**src/rtl/mux_2x1_if.sv**
```systemverilog
// mux_2x1_if: bundles the data-lane, select and result signals of mux_2x1.
// The master side drives sel/inputVal; the slave side (the mux) drives results.
// Build option: MUX2X1_PARITY_EN adds the y_par parity output.
interface mux_2x1_if #(
  parameter int WIDTH = 1,
  parameter int CNT_W = 8
);
  logic               sel;
  logic [2*WIDTH-1:0] inputVal;
  logic [WIDTH-1:0]   y;
  logic [WIDTH-1:0]   y_q;
  logic [CNT_W-1:0]   sel_toggles;
`ifdef MUX2X1_PARITY_EN
  logic               y_par;
`endif

  // Handshake: none. Inputs are accepted every cycle; there is no
  // valid/ready pair and no backpressure.
`ifdef MUX2X1_PARITY_EN
  modport master (output sel, output inputVal,
                  input  y, input y_q, input sel_toggles, input y_par);
  modport slave  (input  sel, input inputVal,
                  output y, output y_q, output sel_toggles, output y_par);
`else
  modport master (output sel, output inputVal,
                  input  y, input y_q, input sel_toggles);
  modport slave  (input  sel, input inputVal,
                  output y, output y_q, output sel_toggles);
`endif
endinterface

```
**src/rtl/mux_2x1.sv**
```systemverilog
// mux_2x1: 2:1 lane-select mux with combinational result y, registered copy
// y_q, and a saturating counter of sel changes observed at clk edges.
// Build option: define MUX2X1_PARITY_EN to add y_par = ^y_q (registered).
module mux_2x1 #(
  parameter int WIDTH = 1,
  parameter int CNT_W = 8
) (
  input  logic     clk,
  input  logic     rst_n,
  mux_2x1_if.slave bus
);

  localparam logic [CNT_W-1:0] CNT_MAX = {CNT_W{1'b1}};

  logic [WIDTH-1:0] w_lane0;
  logic [WIDTH-1:0] w_lane1;
  logic [WIDTH-1:0] w_y;
  logic             w_toggle;
  logic             w_cnt_sat;

  logic [WIDTH-1:0] r_y_q;
  logic             r_sel_prev;
  logic [CNT_W-1:0] r_sel_toggles;

  assign w_lane0 = bus.inputVal[WIDTH-1:0];
  assign w_lane1 = bus.inputVal[2*WIDTH-1:WIDTH];

  // The conditional operator keeps simulation X-merge: with an unknown sel,
  // bits where both lanes agree resolve, differing bits go X.
  assign w_y = bus.sel ? w_lane1 : w_lane0;

  assign w_toggle  = (bus.sel != r_sel_prev);
  assign w_cnt_sat = (r_sel_toggles == CNT_MAX);

  // Registered copy of the mux result, cleared asynchronously by reset.
  always_ff @(posedge clk or negedge rst_n) begin
    if (!rst_n) begin
      r_y_q <= '0;
    end else begin
      r_y_q <= w_y;
    end
  end

  // Track previous sel and count changes, holding at the maximum value.
  always_ff @(posedge clk or negedge rst_n) begin
    if (!rst_n) begin
      r_sel_prev    <= 1'b0;
      r_sel_toggles <= '0;
    end else begin
      r_sel_prev <= bus.sel;
      if (w_toggle && !w_cnt_sat) begin
        r_sel_toggles <= r_sel_toggles + 1'b1;
      end
    end
  end

`ifdef MUX2X1_PARITY_EN
  logic r_y_par;

  // Parity of the value being loaded into y_q, so it always matches y_q.
  always_ff @(posedge clk or negedge rst_n) begin
    if (!rst_n) begin
      r_y_par <= 1'b0;
    end else begin
      r_y_par <= ^w_y;
    end
  end

  assign bus.y_par = r_y_par;
`endif

  assign bus.y           = w_y;
  assign bus.y_q         = r_y_q;
  assign bus.sel_toggles = r_sel_toggles;

endmodule

```
**src/flat_wrapper.sv**
```systemverilog
// flat-port wrapper written by rule: the top's interface ports become plain ports
module mux_2x1_flat 
#(
  parameter int WIDTH = 1,
  parameter int CNT_W = 8
)
  (clk, rst_n, bus_sel, bus_inputVal, bus_y, bus_y_q, bus_sel_toggles);
  mux_2x1_if #(.WIDTH(WIDTH), .CNT_W(CNT_W)) bus_i ();
  input  logic clk;
  input  logic rst_n;
  input wire logic [$bits(bus_i.sel)-1:0] bus_sel;
  input wire logic [$bits(bus_i.inputVal)-1:0] bus_inputVal;
  output wire logic [$bits(bus_i.y)-1:0] bus_y;
  output wire logic [$bits(bus_i.y_q)-1:0] bus_y_q;
  output wire logic [$bits(bus_i.sel_toggles)-1:0] bus_sel_toggles;
  assign bus_i.sel = bus_sel;
  assign bus_i.inputVal = bus_inputVal;
  assign bus_y = bus_i.y;
  assign bus_y_q = bus_i.y_q;
  assign bus_sel_toggles = bus_i.sel_toggles;
  mux_2x1 #(.WIDTH(WIDTH), .CNT_W(CNT_W)) u_core (.clk(clk), .rst_n(rst_n), .bus(bus_i));
endmodule
```
**config.mk**
```make
export PLATFORM = sky130hd
export DESIGN_NAME = mux_2x1_flat
export DESIGN_NICKNAME = d
export VERILOG_FILES = /design/src/rtl/mux_2x1_if.sv /design/src/rtl/mux_2x1.sv /design/src/flat_wrapper.sv
export SDC_FILE = /design/constraint.sdc
export NUM_CORES = 1
export LEC_CHECK = 0
export CORE_AREA = 2 2 39 41
export DETAILED_ROUTE_END_ITERATION = 7
export DIE_AREA = 0 0 41 43
export DONT_BUFFER_PORTS = 1
export PLACE_DENSITY = 0.46
export SLEW_MARGIN = 20
export SYNTH_ARGS = -nofsm -noshare
export SYNTH_HDL_FRONTEND = slang
export SYNTH_SLANG_ARGS = --single-unit
```
**constraint.sdc**
```tcl
create_clock -name clk -period 2.85 [get_ports clk]
set_input_delay 0.57 -clock clk [delete_from_list [all_inputs] [get_ports clk]]
set_output_delay 0.57 -clock clk [all_outputs]
set_load 0.01 [all_outputs]
```
### Word-level counts from Yosys, hierarchy flattened

Cells that the tools add are included.

* bits in registers: 10
* input bits: 5

* $add $sub $neg: 1
* eq/ne operators: 2
* muxes and demuxes: 1
* reduce and logical (&&, ||, !) cells: 2

Operators with widths (count)
* adder 8 x 1 -> 8 bit (second input constant): 1
* equality test 8 bit (second input constant): 1
* logical AND 1 bit: 1
* logical NOT 1 bit: 1
* two-way mux 1 bit: 1
* != test 1 bit: 1

### Longest topological paths before layout

* depth after elaboration: 3
* mapped depth: 5
* mapped depth without buffers: 5

### Worst setup path after synthesis

Ideal clock, no wire load.

* path type: input -> register
* start point: input port bus_sel
* end point: register u_core.r_sel_toggles[7], in the netlist u_core.bus.sel_toggles[7]
* data arrival time: 1.369 ns
* required time: 2.722 ns
* path slack: 1.353 ns
* stages: 4
* buffers on the path: 0
* cell sequence: xor2_2 > nand4_1 > nor3_2 > mux2_1

* cells in the longest elaborated chain, start to end: 2

RTL lines
* start, declared: RTL line flat_wrapper.sv:11 `input wire logic [$bits(bus_i.sel)-1:0] bus_sel;`
* != test 1 bit: RTL line mux_2x1.sv:32 `assign w_toggle = (bus.sel != r_sel_prev);`
* logical AND 1 bit: RTL line mux_2x1.sv:51 `if (w_toggle && !w_cnt_sat) begin`
* end signal, assigned: RTL line mux_2x1.sv:52 `r_sel_toggles <= r_sel_toggles + 1'b1;`
* end, declared: RTL line mux_2x1.sv:23 `logic [CNT_W-1:0] r_sel_toggles;`

No other way between the ends.
A chain may end at the register's enable or synchronous reset.

### Worst setup path in the final report

* start point: register u_core.r_sel_toggles[0], in the netlist u_core.bus.sel_toggles[0]
* end point: register u_core.r_sel_toggles[6], in the netlist u_core.bus.sel_toggles[6]

* cells in the longest elaborated chain, start to end: 3
* elaborated cells on any way between the ends: 4
* those cells by class: add/sub (1); eq/ne (1); reduce/logical (2)

RTL lines
* branches (longest 3 deep; another with adder 8 x 1 -> 8 bit)

Parallel ways; which one is timed is not known.

==> impl_metrics.tcl <==
set metrics [dict create \
    grt_pass1_vias 290 \
    end_kind "flop" \
    rsz0062_at_grt "false" \
    finalHoldViolCount 0 \
    drv_slew 0 \
    worstSetupPathType "flop to flop" \
    crit_fanout 5 \
    status "finished clean" \
    cp.required_ns 2.99 \
    synth_cell_types 19 \
    antenna_cells 0 \
    place_inst 54 \
    grt_remaining_overflow 0 \
    first_pass_iters 4 \
    wl_microns 815 \
    critPathLaunch "u_core.bus.sel_toggles[0]" \
    hold_path_class "primary input to flop" \
    gp_congestion 0.764 \
    critPathLaunchType "flop" \
    fin_nets 50 \
    vdd_drop_max_uv 404 \
    syn-num-nets 44 \
    rrSetupSlack_ns 1.27 \
    grt_pass1_wl_mm 1.29 \
    die_x_microns 41 \
    pwr-share-seq_pct 57.3 \
    ys.flop_type "dfrtp_1" \
    fin_crit_ns 1.58 \
    clock-sinks 10 \
    dpl.hpwl_microns 630 \
    clock_skew_ns 0.00148 \
    power.total_uw 496 \
    syn_area_sq_um 465 \
    h-tree-depth 1 \
    ctsResizeCount 0 \
    synthTopCellsByCount "10 x dfrtp_1, 5 x nand2_1, 3 x mux2_2, 3 x xnor2_1" \
    via_count 297 \
    yosysWarnings 0 \
    arrival_ns 1.72 \
    r2r-end "u_core.bus.sel_toggles[6]" \
    drive_above_1_share_pct 23.8 \
    clock_latency_ns 0.25 \
    rows 14 \
    cpMaxStageDelayCell "dfrtp_1" \
    cp_common_cell "nand2_1" \
    worst_pin_slew_ns 0.459 \
    fp.coreArea_sq_mm 0.00138 \
    fin_crit_sh_pct 55.5 \
    crit-reg2reg-launch "u_core.bus.sel_toggles[0]" \
    cts_tree "done" \
    drt_iter0_drc 4 \
    cts.root.buffer_cell "clkbuf_4" \
    fmax_ghz 0.632 \
    p_switching_uw 187 \
    ys_ff_latch 10 \
    cts_max_path_buffers 2 \
    wire_per_inst_microns 14.1 \
    max_stage_delay_ns 0.45 \
    slew_headroom_pct 69.3 \
    setup_violations 0 \
    vias_per_cell 5.12 \
    cap_violations 0 \
    synthArstFlopShare_pct 100 \
    dieArea_sq_mm 0.00176 \
    initial_utilization_pct 33.6 \
    yosysMostFrequentCell "dfrtp_1" \
    synthCells 38 \
    grtUsageTotal_pct 11.6 \
    synth_top_cell_area_share_pct 53.8 \
    antenna_found_initial 0 \
    numCtsBuffers 3 \
    ant_nets 0 \
    yosysTopAreaCell "dfrtp_1" \
    area_growth_pct 11.3 \
    fin_cells 58 \
    power.leakage_nw 0.216 \
    clkPwrFrac_pct 18.2 \
    clk_pin_slew_ns 0.06 \
    p_int_uw 309 \
    powerDensity_mw_per_mm2 957 \
    ioPinCount 15 \
    fill_cells 137 \
    worstPathCellList "ha_1 -> nand2_1 -> and2b_1 -> nand2_1 -> mux2_4" \
    grt_max_degree 11 \
    comb_power_share_pct 24.5 \
    switching_share_pct 37.7 \
    drc_errors 0 \
    synthTopCellsByArea "dfrtp_1 54%, mux2_2 7.3%, xnor2_1 5.6%" \
    synth_edf_count 0 \
    die_height_microns 43 \
    rr_worst_depth 5 \
    crit_path_end "u_core.bus.sel_toggles[6]" \
    setup_tns_ns 0 \
    avgSynthCellArea_sq_um 12.2 \
    synth-seq-area-share_pct 53.8 \
    port_buffers 0 \
]
[worst min-delay path by stage]
stage                                     end  cells past startpoint  slack (ns)    start
detailed placement             u_core.bus.y_q                      0        0.27    rst_n
global route                u_core.r_sel_prev                      0        0.33  bus_sel
floorplan           u_core.bus.sel_toggles[0]                      0        0.27    rst_n
global placement               u_core.bus.y_q                      0        0.27    rst_n
finish                      u_core.r_sel_prev                      0        0.34  bus_sel
CTS                         u_core.r_sel_prev                      0        0.33  bus_sel
[worst max-delay path, delay by kind of cell, from the launching register on]
kind / cells / cell delay (ns)
adders and majority gates: 1 / 0.25
DFF: 1 / 0.45
muxes: 1 / 0.30
and+or+nand+nor: 3 / 0.48
[logic make-up after synthesis]
| kind of cell | after synthesis | synth area share, % |
|---|---|---|
| muxes | 5 | 12.9 |
| xor gates and xnor gates | 4 | 9.14 |
| and+or+nand+nor | 13 | 14.8 |
| adders and majority gates | 1 | 2.69 |
| DFF | 10 | 53.8 |
| AOI/OAI and AO/OA | 5 | 6.72 |
[per-stage QoR]
step                      util [%]  setup WS, ns  area (sq um)  hold WS (ns)
after global placement        35.1          1.24           485         0.275
after CTS                     37.4          1.27           518         0.333
after floorplan                  -          1.35           465         0.274
final                         37.4          1.27           518         0.341
after detailed placement      35.1          1.23           485         0.275
after global routing          37.4          1.17           518         0.325
[area by class of cell]
type | instances | area [sq um] | share of cell area [%]
Sequential cell | 10 | 250 | 48.3
Multi-Input combinational cell | 28 | 215 | 41.5
Clock buffer | 3 | 22.5 | 4.35
Tap cell | 16 | 20.0 | 3.86
Timing Repair Buffer | 1 | 10.0 | 1.93
[layout by cell type (no fill, tap or decap), types with 2 or more instances in the layout]
master | Yosys | layout
xnor2_1 | 3 | 3
clkbuf_4 | 0 | 3
mux2_2 | 3 | 3
dfrtp_1 | 10 | 10
nand3_1 | 2 | 2
a21oi_1 | 2 | 2
nand2_1 | 5 | 5
[routing by layer]
metal	up-vias	wire length [microns]	global-route usage (%)
li1	139	-	-
met1	144	319	13.9
met2	12	396	14.4
met3	2	94	5.76
met4	0	5	10.0
met5	-	0	0
[flip-flops by register name, indices dropped and copies added, names as in the netlist]
signal / count
u_core.bus.sel_toggles: 8
u_core.bus.y_q: 1
u_core.r_sel_prev: 1
[power groups by stage]
stage	Clock [mW]	Sequential (mW)	Combinational (mW)
finish	0.0901	0.284	0.122
global route	0.103	0.298	0.142
detailed placement	0	0.288	0.119
CTS	0.0964	0.285	0.124
global placement	0	0.285	0.118
floorplan	0	0.269	0.104
[timing repair]
item / 4_1_cts / 5_1_grt
hold buffers: 1 / 0
endpoints found under the hold margin: 10 / 0
setup buffers: 0 / 0
setup endpoints to repair: 0 / 0
Power figures use the tool's default switching activity.
==> edit (same flow settings) <==
`CNT_W` is set to 8 in 3 places; all go to 10.
--- a/src/rtl/mux_2x1_if.sv
+++ b/src/rtl/mux_2x1_if.sv
@@ -3,7 +3,7 @@
 // Build option: MUX2X1_PARITY_EN adds the y_par parity output.
 interface mux_2x1_if #(
   parameter int WIDTH = 1,
-  parameter int CNT_W = 8
+  parameter int CNT_W = 10
 );
   logic               sel;
   logic [2*WIDTH-1:0] inputVal;
--- a/src/rtl/mux_2x1.sv
+++ b/src/rtl/mux_2x1.sv
@@ -3,7 +3,7 @@
 // Build option: define MUX2X1_PARITY_EN to add y_par = ^y_q (registered).
 module mux_2x1 #(
   parameter int WIDTH = 1,
-  parameter int CNT_W = 8
+  parameter int CNT_W = 10
 ) (
   input  logic     clk,
   input  logic     rst_n,
--- a/src/flat_wrapper.sv
+++ b/src/flat_wrapper.sv
@@ -2,7 +2,7 @@
 module mux_2x1_flat 
 #(
   parameter int WIDTH = 1,
-  parameter int CNT_W = 8
+  parameter int CNT_W = 10
 )
   (clk, rst_n, bus_sel, bus_inputVal, bus_y, bus_y_q, bus_sel_toggles);
   mux_2x1_if #(.WIDTH(WIDTH), .CNT_W(CNT_W)) bus_i ();
Interface: changed (resized bus_sel_toggles); port bits go from 15 to 17. The function was not compared with the original's and may differ.
==> edit against the unedited design <==
  * Setup slack worse by 160 ps
  * Sequential cell count is 2 higher
  * Non-clock buffer count stayed put
  * Area after synthesis is 21% higher
  * Critical endpoint is now u_core.bus.sel_toggles[8]
  * Die area stayed put
  * Largest power group unchanged
  * Worst hold slack worse by 26 ps
  * Count of clock-buffer cells in the layout is 1 higher
  * Routed wire length is 19% higher
  * Power is 18% higher
  * Design area is 22% higher
==> edit: results (changes against the unedited design) <==
stage;metric;value;unit;change
logic_synthesis;count of cell types in the netlist;22;;+3
detailed_routing;TritonRoute pass-1 iters;2;;-2
min_path;Hold Startpoint;bus_sel;;
final_layout;share of cells above drive strength 1;17.3;%;-6.5 points
logic_synthesis;Yosys warning count;0;;unchanged
worst_setup_path;reg2reg start;u_core.bus.sel_toggles[0];;
placement;Inst Count DP;63;;+17%
pwr;Leak Pwr;0.274;nW;+27%
min_path;hold path endpoint;u_core.r_sel_prev;;
clocking;clock buffer count from CTS;3;;unchanged
grt;vias in the first global route;381;;+31%
clocking;CTS resizes;0;;unchanged
placement;count of buffers from port buffering;0;;unchanged
timing;Max-slew headroom;64.2;%;-5.1 points
logic_synthesis;Post-Syn Nets;53;;+20%
worst_setup_path;critical path class;reg -> reg;;
detailed_routing;Iteration-0 DRC Markers;3;;-1
grt;first-pass GRT wire length;1580;µm;+22%
logic_synthesis;top cells by instance count after synthesis;dfrtp_1 (12), a21oi_1 (4), xnor2_1 (4);;
timing;final hold slack;314;ps;-26.5 ps
worst_setup_path;critical-path maximum fanout;4;;-1
clocking;CTS Buffer Depth;2;;unchanged
clocking;depth of the CTS H-tree;1;;unchanged
logic_synthesis;Post-synth ARST share;100;%;unchanged
min_path;Hold Path Stages;0;;unchanged
final_layout;Non-Filler Instances;68;;+17%
logic_synthesis;Mapped Avg Cell Area;12.0;µm²;-2.0%
pwr;switching power;0.000217;W;+16%
clocking;clk slew on worst S/H paths;80;ps;+20 ps
worst_setup_path;Reg2Reg Setup Slack;1110;ps;-160 ps
worst_setup_path;WP data arrival;1910;ps;+190 ps
placement;gpl congestion;0.716;;-6.3%
timing;Worst Skew;4.73;ps;+3.24 ps
pwr;VDD IR max;0.457;mV;+13%
clocking;CTS Root Cell;clkbuf_4;;
clocking;later-pin clock latency in the skew report;270;ps;+20 ps
detailed_routing;total wire length;970;µm;+19%
worst_setup_path;reg-to-reg endpoint;u_core.bus.sel_toggles[8];;
logic_synthesis;sequential cell area fraction in the yosys report;53.2;%;-0.55 points
grt;largest net degree at the start of global routing;13;;+2
grt;antenna violations before repair;0;;unchanged
grt;gr usage total;13.4;%;+1.9 points
final_layout;ANT cells;0;;unchanged
worst_setup_path;reg2reg path depth;5;;unchanged
logic_synthesis;Synth area leaders;dfrtp_1 (53%), xnor2_1 (6.2%), mux2_1 (6.0%);;
final_layout;number of flip-flops in the largest register;10;;+2
detailed_routing;vias per cell;5.84;;+14%
min_path;Worst Hold Class;in -> reg;;
outcome;status;complete, no violations;;
final_layout;fin nets;59;;+18%
placement;post-detail-place hpwl;720;µm;+14%
final_layout;Fillers;135;;-1.5%
==> edit: cell count changes in the layout (fill, tap and decap cells not counted), moves of 2 or more <==
cell	change
and3_1	+2
dfrtp_1	+2
a21oi_1	+2
nand2_1	-4
mux2_1	+2
mux2_2	-2
nand4_1	+2
==> edit: cells by family (layout without fill, tap and decap cells) <==
kind of cell / after synthesis / count (layout) / synth area share [%]
AND/OR/NAND/NOR: 16 / 16 / 19.1
flip-flops: 12 / 12 / 53.2
AO/OA/AOI/OAI: 7 / 7 / 7.32
XOR/XNOR: 5 / 5 / 7.76
multiplexers: 5 / 5 / 9.76
adder cells (fa/ha/maj): 1 / 1 / 2.22
buffers and inverters: 1 / 6 / 0.665
==> edit: worst max-delay path, cell delays in order, from the launching register on <==
cell and delay (ps):
dfrtp_1 460, ha_1 250, nand2_1 100, nor3_1 300, and3_1 210, mux2_1 310
==> edit: worst max path at each step <==
stage	endpoint	slack, ps
global route	u_core.bus.sel_toggles[8]	970
floorplan	u_core.bus.sel_toggles[1]	1230
detailed placement	u_core.bus.sel_toggles[1]	1110
global placement	u_core.bus.sel_toggles[8]	1150
CTS	u_core.bus.sel_toggles[1]	1100
finish	u_core.bus.sel_toggles[8]	1110
==> edit: per-layer routing <==
metal  vias up  GRT usage, %  part of all wire (%)
met1       194          16.7                    44
met2        16          19.1                    47
met5         -             0                     0
met3         2          4.71                   7.2
met4         0          8.00                   1.1
li1        185             -                     -
==> edit: per-stage QoR <==
stage	area (µm²)	power [W]
finish	631	0.000585
global route	631	0.000630
CTS	631	0.000590
detailed placement	584	0.000449
global placement	584	0.000438
floorplan	564	0.000414
==> edit: cell type report <==
class,count,area [µm²],share of cell area [%]
Sequential cell,12,300,47.6
Multi-Input combinational cell,34,260,41.3
Clock buffer,4,36.3,5.75
Tap cell,16,20.0,3.17
Timing Repair Buffer,1,10.0,1.59
Inverter,1,3.75,0.595
==> edit: what timing repair did <==
| item | 4_1_cts | 5_1_grt |
|---|---|---|
| hold buffers | 1 | 0 |
| endpoints found under the hold margin | 12 | 0 |
| setup buffers | 0 | 0 |
==> edit: power by group through the flow <==
| stage | sequential (W) | combinational, W | clock (W) |
|---|---|---|---|
| 6_report | 0.000326 | 0.000119 | 0.000139 |
| 5_1_grt | 0.000340 | 0.000139 | 0.000150 |
| 4_1_cts | 0.000328 | 0.000122 | 0.000139 |
| 3_5_place_dp | 0.000332 | 0.000117 | 0 |
| 3_3_place_gp | 0.000328 | 0.000110 | 0 |
| 2_1_floorplan | 0.000314 | 0.0000994 | 0 |
